File: src/rtl/ycbcr_pkg.sv
// Shared YCbCr <-> RGB444 conversion constants and packed pixel layouts.
package ycbcr_pkg;

  localparam int SUM_W      = 19;
  localparam int OFFSET_128 = 128;
  localparam int ROUND_HALF = 128;

  // BT.601 coefficients scaled by 256
  localparam int COEF_R_CR = 359;  // 1.402
  localparam int COEF_G_CB = 88;   // 0.344
  localparam int COEF_G_CR = 183;  // 0.714
  localparam int COEF_B_CB = 454;  // 1.772

  // YCbCr888 field positions
  localparam int Y_MSB  = 23;
  localparam int Y_LSB  = 16;
  localparam int CB_MSB = 15;
  localparam int CB_LSB = 8;
  localparam int CR_MSB = 7;
  localparam int CR_LSB = 0;

  // RGB444 field positions
  localparam int R_MSB = 11;
  localparam int R_LSB = 8;
  localparam int G_MSB = 7;
  localparam int G_LSB = 4;
  localparam int B_MSB = 3;
  localparam int B_LSB = 0;

  typedef logic signed [SUM_W-1:0] sum_t;

  typedef struct packed {
    logic [7:0] y;
    logic [7:0] cb;
    logic [7:0] cr;
  } ycbcr888_t;

  typedef struct packed {
    logic [3:0] r;
    logic [3:0] g;
    logic [3:0] b;
  } rgb444_t;

endpackage

File: src/rtl/ycc_clamp8.sv
// Drops the 8 fractional bits of a fixed-point channel sum and clamps to 0..255.
module ycc_clamp8
  import ycbcr_pkg::*;
(
  input  sum_t       sum_i,
  output logic [7:0] val_o,
  output logic       clamped_o
);

  sum_t sh;
  assign sh = sum_i >>> 8;

  // Saturate below zero and above 255, flag either case
  always_comb begin
    val_o     = sh[7:0];
    clamped_o = 1'b0;
    if (sh < sum_t'(0)) begin
      val_o     = 8'h00;
      clamped_o = 1'b1;
    end else if (sh > sum_t'(255)) begin
      val_o     = 8'hFF;
      clamped_o = 1'b1;
    end
  end

endmodule

File: src/rtl/ycbcr2rgb.sv
// Three-stage YCbCr888 -> RGB444 converter with valid/ready backpressure
// and a sticky count of output beats that needed clamping.
module ycbcr2rgb
  import ycbcr_pkg::*;
#(
  parameter int SAT_CNT_W = 16
) (
  input  logic                 clk,
  input  logic                 rst,
  input  logic                 in_valid,
  output logic                 in_ready,
  input  logic [23:0]          ycbcr_in,
  output logic                 out_valid,
  input  logic                 out_ready,
  output logic [11:0]          imgPixel_out,
  output logic                 sat_flag,
  output logic [SAT_CNT_W-1:0] sat_cnt,
  input  logic                 sat_clr
);

  logic              v1_q, v2_q, v3_q;
  logic        [7:0] y1_q;
  logic signed [8:0] dcb1_q, dcr1_q;
  sum_t              sr2_q, sg2_q, sb2_q;
  logic       [11:0] pix3_q;
  logic              sat3_q;
  logic [SAT_CNT_W-1:0] sat_cnt_q;

  logic ld1, ld2, ld3;
  ycbcr888_t pix_in;

  assign pix_in = ycbcr888_t'(ycbcr_in);

  // Ready chain: a stage loads when empty or when its successor takes its beat
  assign ld3      = !v3_q || out_ready;
  assign ld2      = !v2_q || ld3;
  assign ld1      = !v1_q || ld2;
  assign in_ready = ld1 && !rst;

  // S1: remove the chroma offset
  logic signed [8:0] dcb_d, dcr_d;
  assign dcb_d = $signed({1'b0, pix_in.cb}) - 9'sd128;
  assign dcr_d = $signed({1'b0, pix_in.cr}) - 9'sd128;

  always_ff @(posedge clk) begin
    if (rst) begin
      v1_q   <= 1'b0;
      y1_q   <= '0;
      dcb1_q <= '0;
      dcr1_q <= '0;
    end else if (ld1) begin
      v1_q   <= in_valid;
      y1_q   <= pix_in.y;
      dcb1_q <= dcb_d;
      dcr1_q <= dcr_d;
    end
  end

  // S2: fixed-point multiply-accumulate with rounding bias
  sum_t y_sh, dcb_x, dcr_x, sr_d, sg_d, sb_d;
  assign y_sh  = sum_t'({y1_q, 8'h00});
  assign dcb_x = sum_t'(dcb1_q);
  assign dcr_x = sum_t'(dcr1_q);
  assign sr_d  = y_sh + sum_t'(COEF_R_CR) * dcr_x + sum_t'(ROUND_HALF);
  assign sg_d  = y_sh - sum_t'(COEF_G_CB) * dcb_x - sum_t'(COEF_G_CR) * dcr_x
               + sum_t'(ROUND_HALF);
  assign sb_d  = y_sh + sum_t'(COEF_B_CB) * dcb_x + sum_t'(ROUND_HALF);

  always_ff @(posedge clk) begin
    if (rst) begin
      v2_q  <= 1'b0;
      sr2_q <= '0;
      sg2_q <= '0;
      sb2_q <= '0;
    end else if (ld2) begin
      v2_q  <= v1_q;
      sr2_q <= sr_d;
      sg2_q <= sg_d;
      sb2_q <= sb_d;
    end
  end

  // S3: shift, clamp and pack the upper nibble of each channel
  logic [7:0] r8, g8, b8;
  logic       r_c, g_c, b_c;
  rgb444_t    pix_d;

  ycc_clamp8 u_clamp_r (.sum_i(sr2_q), .val_o(r8), .clamped_o(r_c));
  ycc_clamp8 u_clamp_g (.sum_i(sg2_q), .val_o(g8), .clamped_o(g_c));
  ycc_clamp8 u_clamp_b (.sum_i(sb2_q), .val_o(b8), .clamped_o(b_c));

  assign pix_d = '{r: r8[7:4], g: g8[7:4], b: b8[7:4]};

  always_ff @(posedge clk) begin
    if (rst) begin
      v3_q   <= 1'b0;
      pix3_q <= '0;
      sat3_q <= 1'b0;
    end else if (ld3) begin
      v3_q   <= v2_q;
      pix3_q <= pix_d;
      sat3_q <= v2_q && (r_c || g_c || b_c);
    end
  end

  // Saturation event counter; clear wins over a coincident event, sticks at max
  always_ff @(posedge clk) begin
    if (rst || sat_clr) begin
      sat_cnt_q <= '0;
    end else if (v3_q && out_ready && sat3_q && (sat_cnt_q != {SAT_CNT_W{1'b1}})) begin
      sat_cnt_q <= sat_cnt_q + 1'b1;
    end
  end

  assign out_valid    = v3_q;
  assign imgPixel_out = pix3_q;
  assign sat_flag     = sat3_q;
  assign sat_cnt      = sat_cnt_q;

endmodule

File: config.mk
export PLATFORM = sky130hd
export DESIGN_NAME = ycbcr2rgb
export DESIGN_NICKNAME = d
export VERILOG_FILES = /design/src/rtl/ycbcr_pkg.sv /design/src/rtl/ycc_clamp8.sv /design/src/rtl/ycbcr2rgb.sv
export SDC_FILE = /design/constraint.sdc
export NUM_CORES = 1
export LEC_CHECK = 0
export CAP_MARGIN = 20
export CORE_ASPECT_RATIO = 1.2
export CORE_UTILIZATION = 40
export CTS_CLUSTER_SIZE = 40
export DETAILED_ROUTE_END_ITERATION = 8
export PLACE_DENSITY = 0.63
export SLEW_MARGIN = 25
export SYNTH_ARGS = -nofsm -noshare
export SYNTH_HDL_FRONTEND = slang
export SYNTH_SLANG_ARGS = --single-unit
File: constraint.sdc
create_clock -name clk -period 15.7 [get_ports clk]
set_clock_uncertainty 0.15 [all_clocks]
set_input_delay 3.14 -clock clk [delete_from_list [all_inputs] [get_ports clk]]
set_output_delay 3.14 -clock clk [all_outputs]
set_load 0.02 [all_outputs]
* Word-level counts from Yosys, hierarchy flattened *
Cells that the tools add are included.

storage, ports and cells
  register bits = 115
  output and inout bits = 31

cells by class
  add/subtract/negate cells = 10
  $mul = 4
  order comparisons = 6
  equality and inequality tests = 1
  muxes and demuxes = 12
  reduce and logical (&&, ||, !) cells = 15

operators with widths
  cell                                                                              count
  19-bit by 9-bit adder with 19-bit output, second input constant                   3
  8-bit two-way mux                                                                 6
  17-bit by 19-bit adder with 19-bit output                                         2
  9-bit by 9-bit multiplier with 18-bit output, first input constant                2
  11-bit by 9-bit greater-than comparator with 1-bit output, second input constant  3
  11-bit by 1-bit less-than comparator with 1-bit output, second input constant     3
  10-bit by 9-bit multiplier with 19-bit output, first input constant               1
  18-bit by 18-bit subtractor with 19-bit output                                    1
  17-bit by 17-bit subtractor with 18-bit output                                    1
  8-bit by 8-bit subtractor with 9-bit output, second input constant                2
  16-bit by 1-bit adder with 16-bit output, second input constant                   1
  16-bit != test, second input constant                                             1
  5-bit by 9-bit multiplier with 14-bit output, first input constant                1
  1-bit logical OR                                                                  6
  1-bit two-way mux                                                                 6
  1-bit logical AND                                                                 5
  1-bit zero test                                                                   4

* Depth between registers and ports, before layout *
  word-level depth = 6
  depth in mapped cells = 28
  depth with buffers taken out = 28

* By module *
Synthesis repeated with hierarchy kept, for this count alone.

unflattened totals
  cells, all modules = 1292
  area, all modules = 11025.6 sq um

by module, submodules not included
  module      instances  cells each  area an instance (sq um)  sequential area each (sq um)
  ycbcr2rgb   1          1232        10732.8                   2222.1
  ycc_clamp8  3          20          97.6                      0.0

* Worst setup path before layout *
Ideal clock, no wire load.

  kind = input-to-output
  from = input port rst
  to = output port in_ready
  arrival = 4055 ps
  data required time = 12410 ps
  slack = 8355 ps
  stages = 4
  path through = clkbuf_1 -> clkbuf_1 -> clkbuf_1 -> nor2_1

on the way
  longest elaborated chain between the ends = 2

ends and longest elaborated chain
  what               line             source
  start, declared    ycbcr2rgb.sv:9   input logic rst,
  1-bit zero test    ycbcr2rgb.sv:38  assign in_ready = ld1 && !rst;
  1-bit logical AND  ycbcr2rgb.sv:38
  end, declared      ycbcr2rgb.sv:11  output logic in_ready,

No other way between the ends.

* Final worst setup path *
  from = input port out_ready
  to = output port in_ready

on the way
  longest elaborated chain between the ends = 4

ends and longest elaborated chain
  what               line             source
  start, declared    ycbcr2rgb.sv:14  input logic out_ready,
  1-bit logical OR   ycbcr2rgb.sv:35  assign ld3 = !v3_q || out_ready;
  1-bit logical OR   ycbcr2rgb.sv:36  assign ld2 = !v2_q || ld3;
  1-bit logical OR   ycbcr2rgb.sv:37  assign ld1 = !v1_q || ld2;
  1-bit logical AND  ycbcr2rgb.sv:38

No other way between the ends.

==> impl_metrics.ini <==
[sta]
fin_crit_ns = 8.67
rsz0062_at_grt = false
finalSetupViolCount = 0
finalMaxSlewViolations = 0
layout_worst_path_cycle_share = 0.552
fmax_mhz = 115
final-hold-violation-count = 0
tightest_slew_ns = 1.01
tns_ns = 0
relSlewSlack = 0.328

[synthesis]
syn_area_sq_mm = 0.00918
netlist.area_leader.share = 0.245
synth_warnings = 0
async_flop_share = 0
avgSynthCellArea_sq_um = 8.81
synth_cell_types = 62
synth_area_leaders = ha_1 25%, fa_1 20%, dfxtp_1 17%
post_synth_inst_count = 1042
yosys.area.top_type = ha_1
ys_seq_area_frac = 0.168
synth_edf_count = 0
synthesis.nets = 1342
ys_seq_elements = 77
synth_flop_cell = dfxtp_1

[place]
place_congestion = 0.809
io_buffer_count = 59
dp.cells = 1356
dp_hpwl_um = 15300
dpl_cell_area_sq_mm = 0.0100

[die]
core_sq_mm = 0.0224
num_rows = 60
initial_utilization = 0.409
die_width_um = 140
die_area_sq_mm = 0.0236
io_pins = 60
die_y_um = 168

[final_layout]
multiInputGateArea_sq_mm = 0.00677
fin_area_sq_mm = 0.0103
fillers = 2210
drive_gt1_frac = 0.0421
final_common_cell = inv_1
diodes = 0
layout_common_cells = 207 x inv_1, 180 x ha_1, 97 x nand2_1, 91 x fa_1, 77 x dfxtp_1
syn_to_final_growth_pct = 12.6
layoutNonFillerInstCount = 1372
nNetsFinal = 1388
regArea_sq_mm = 0.00154

[global_routing]
grt_pass1_vias = 6984
grt_pass1_wl_um = 32800
antenna_found_initial = 0
grt_overflow = 0
grt_max_degree = 69
gr-usage-all-layers = 0.174

[routing]
routedWlPerCell_um = 13.7
top_layer = met4
avgViaCountPerCell = 4.93
drt_iter0_markers = 209
ant_nets = 0
firstDrtPassIters = 5
drc_errors = 0
wl_um = 18700
wl_met3_um = 318
wl_met2_um = 9610
met1_length_um = 8560
via_count = 6760

[critical_path]
worst_setup_path_start_kind = input pin
worstPathArrival_ns = 5.38
cp_max_fo = 30
crit_type = input pin to output pin
setup.worst_path.end_class = output pin
required_ns = 12.41

[clock_network]
cts_tree = done
cts_buffers = 9
cts_hold_buf = 0
root_buffer = clkbuf_16
clk_latency_ns = 0.35
cts_setup_buffers = 0
cts.clk_slew.worst_paths_ns = 0.07
ctsResizeCount = 0
cts_buffer_depth = 2
cts.htree.levels = 3
cts_sinks = 77

[power_and_ir_drop]
irDropWorstVdd_uv = 68.8
p_per_area_mw_per_mm2 = 126
p_leak_nw = 5.17

[min_path]
hp-class = register to register

[status]
status = complete, no violations

[job]
cap_violations = 0
## registers in the layout, summed over array words and instances, names as in the netlist
register and count:
dcb1_q 8, sb2_q 7, sg2_q 7, v1_q 1
y1_q 8, v2_q 1, sat_cnt 16, out_valid 1
imgPixel_out 12, dcr1_q 8, sr2_q 7, sat_flag 1
## metal layers
metal,global-route usage,up-vias
met5,0,-
met4,0.0440,0
met3,0.0208,14
met2,0.321,62
met1,0.213,3256
li1,-,3428
## layout make-up
class / count / share of cell area
sequential: 77 / 0.149
timing repair buffer: 62 / 0.0588
clock inverter: 7 / 0.00617
clock buffer: 9 / 0.0218
tap: 279 / 0.0338
inverter: 208 / 0.0755
multi-input combinational: 730 / 0.655
## stage by stage
stage	worst slack, ns	power (mW)	hold WS (ns)	util
after floorplan	8.35	0.916	0.277	-
after global placement	6.33	1.09	0.286	0.447
after detailed placement	6.33	1.11	0.291	0.447
after CTS	6.32	1.32	0.300	0.460
after global routing	6.84	1.46	0.318	0.461
final	7.03	1.30	0.297	0.461
## cell families after synthesis
logic type               after synthesis  synth area share
adder cells (fa/ha/maj)              271             0.444
AND/OR/NAND/NOR                      259             0.129
buffers and inverters                235            0.0960
AO/OA/AOI/OAI                        136            0.0988
flip-flops                            77             0.168
XOR/XNOR                              62            0.0623
multiplexers                           2           0.00218
## where the power goes
part | internal [mW] | leakage (nW) | switching [mW] | total (mW)
Clock | 0.111 | 0.136 | 0.0962 | 0.207
Sequential | 0.228 | 0.636 | 0.0248 | 0.253
Combinational | 0.380 | 4.39 | 0.461 | 0.841
Total | 0.718 | 5.17 | 0.582 | 1.30
## critical path: stages
cell	delay [ns]
clkdlybuf4s50_1	0.45
nor2b_4	0.49
and3_2	0.65
nor2_1	0.08
clkdlybuf4s50_1	0.56
## path summary, 6_finish.rpt
kind / startpoint / endpoint / slack (ns) / depth (start not counted)
worst max-delay path: out_ready / in_ready / 7.03 / 5
worst min-delay path: sr2_q[16] / sr2_q[16] / 0.30 / 2
worst min register to register: sr2_q[16] / sr2_q[16] / 0.30 / 2
worst max register to register: dcb1_q[1] / sg2_q[18] / 9.07 / 23
## cells in the mapped netlist (8+ instances only)
cell type  count
inv_1        207
a21o_1        11
nand2_1       97
o21ai_0        8
fa_1          91
dfxtp_1       77
a21oi_1       72
nor3_1        20
nand4_1       10
ha_1         180
xnor2_1       37
xor2_1        22
nand3_1       14
clkbuf_1      24
nor2_1        75
(Power assumes the default switching activity.)
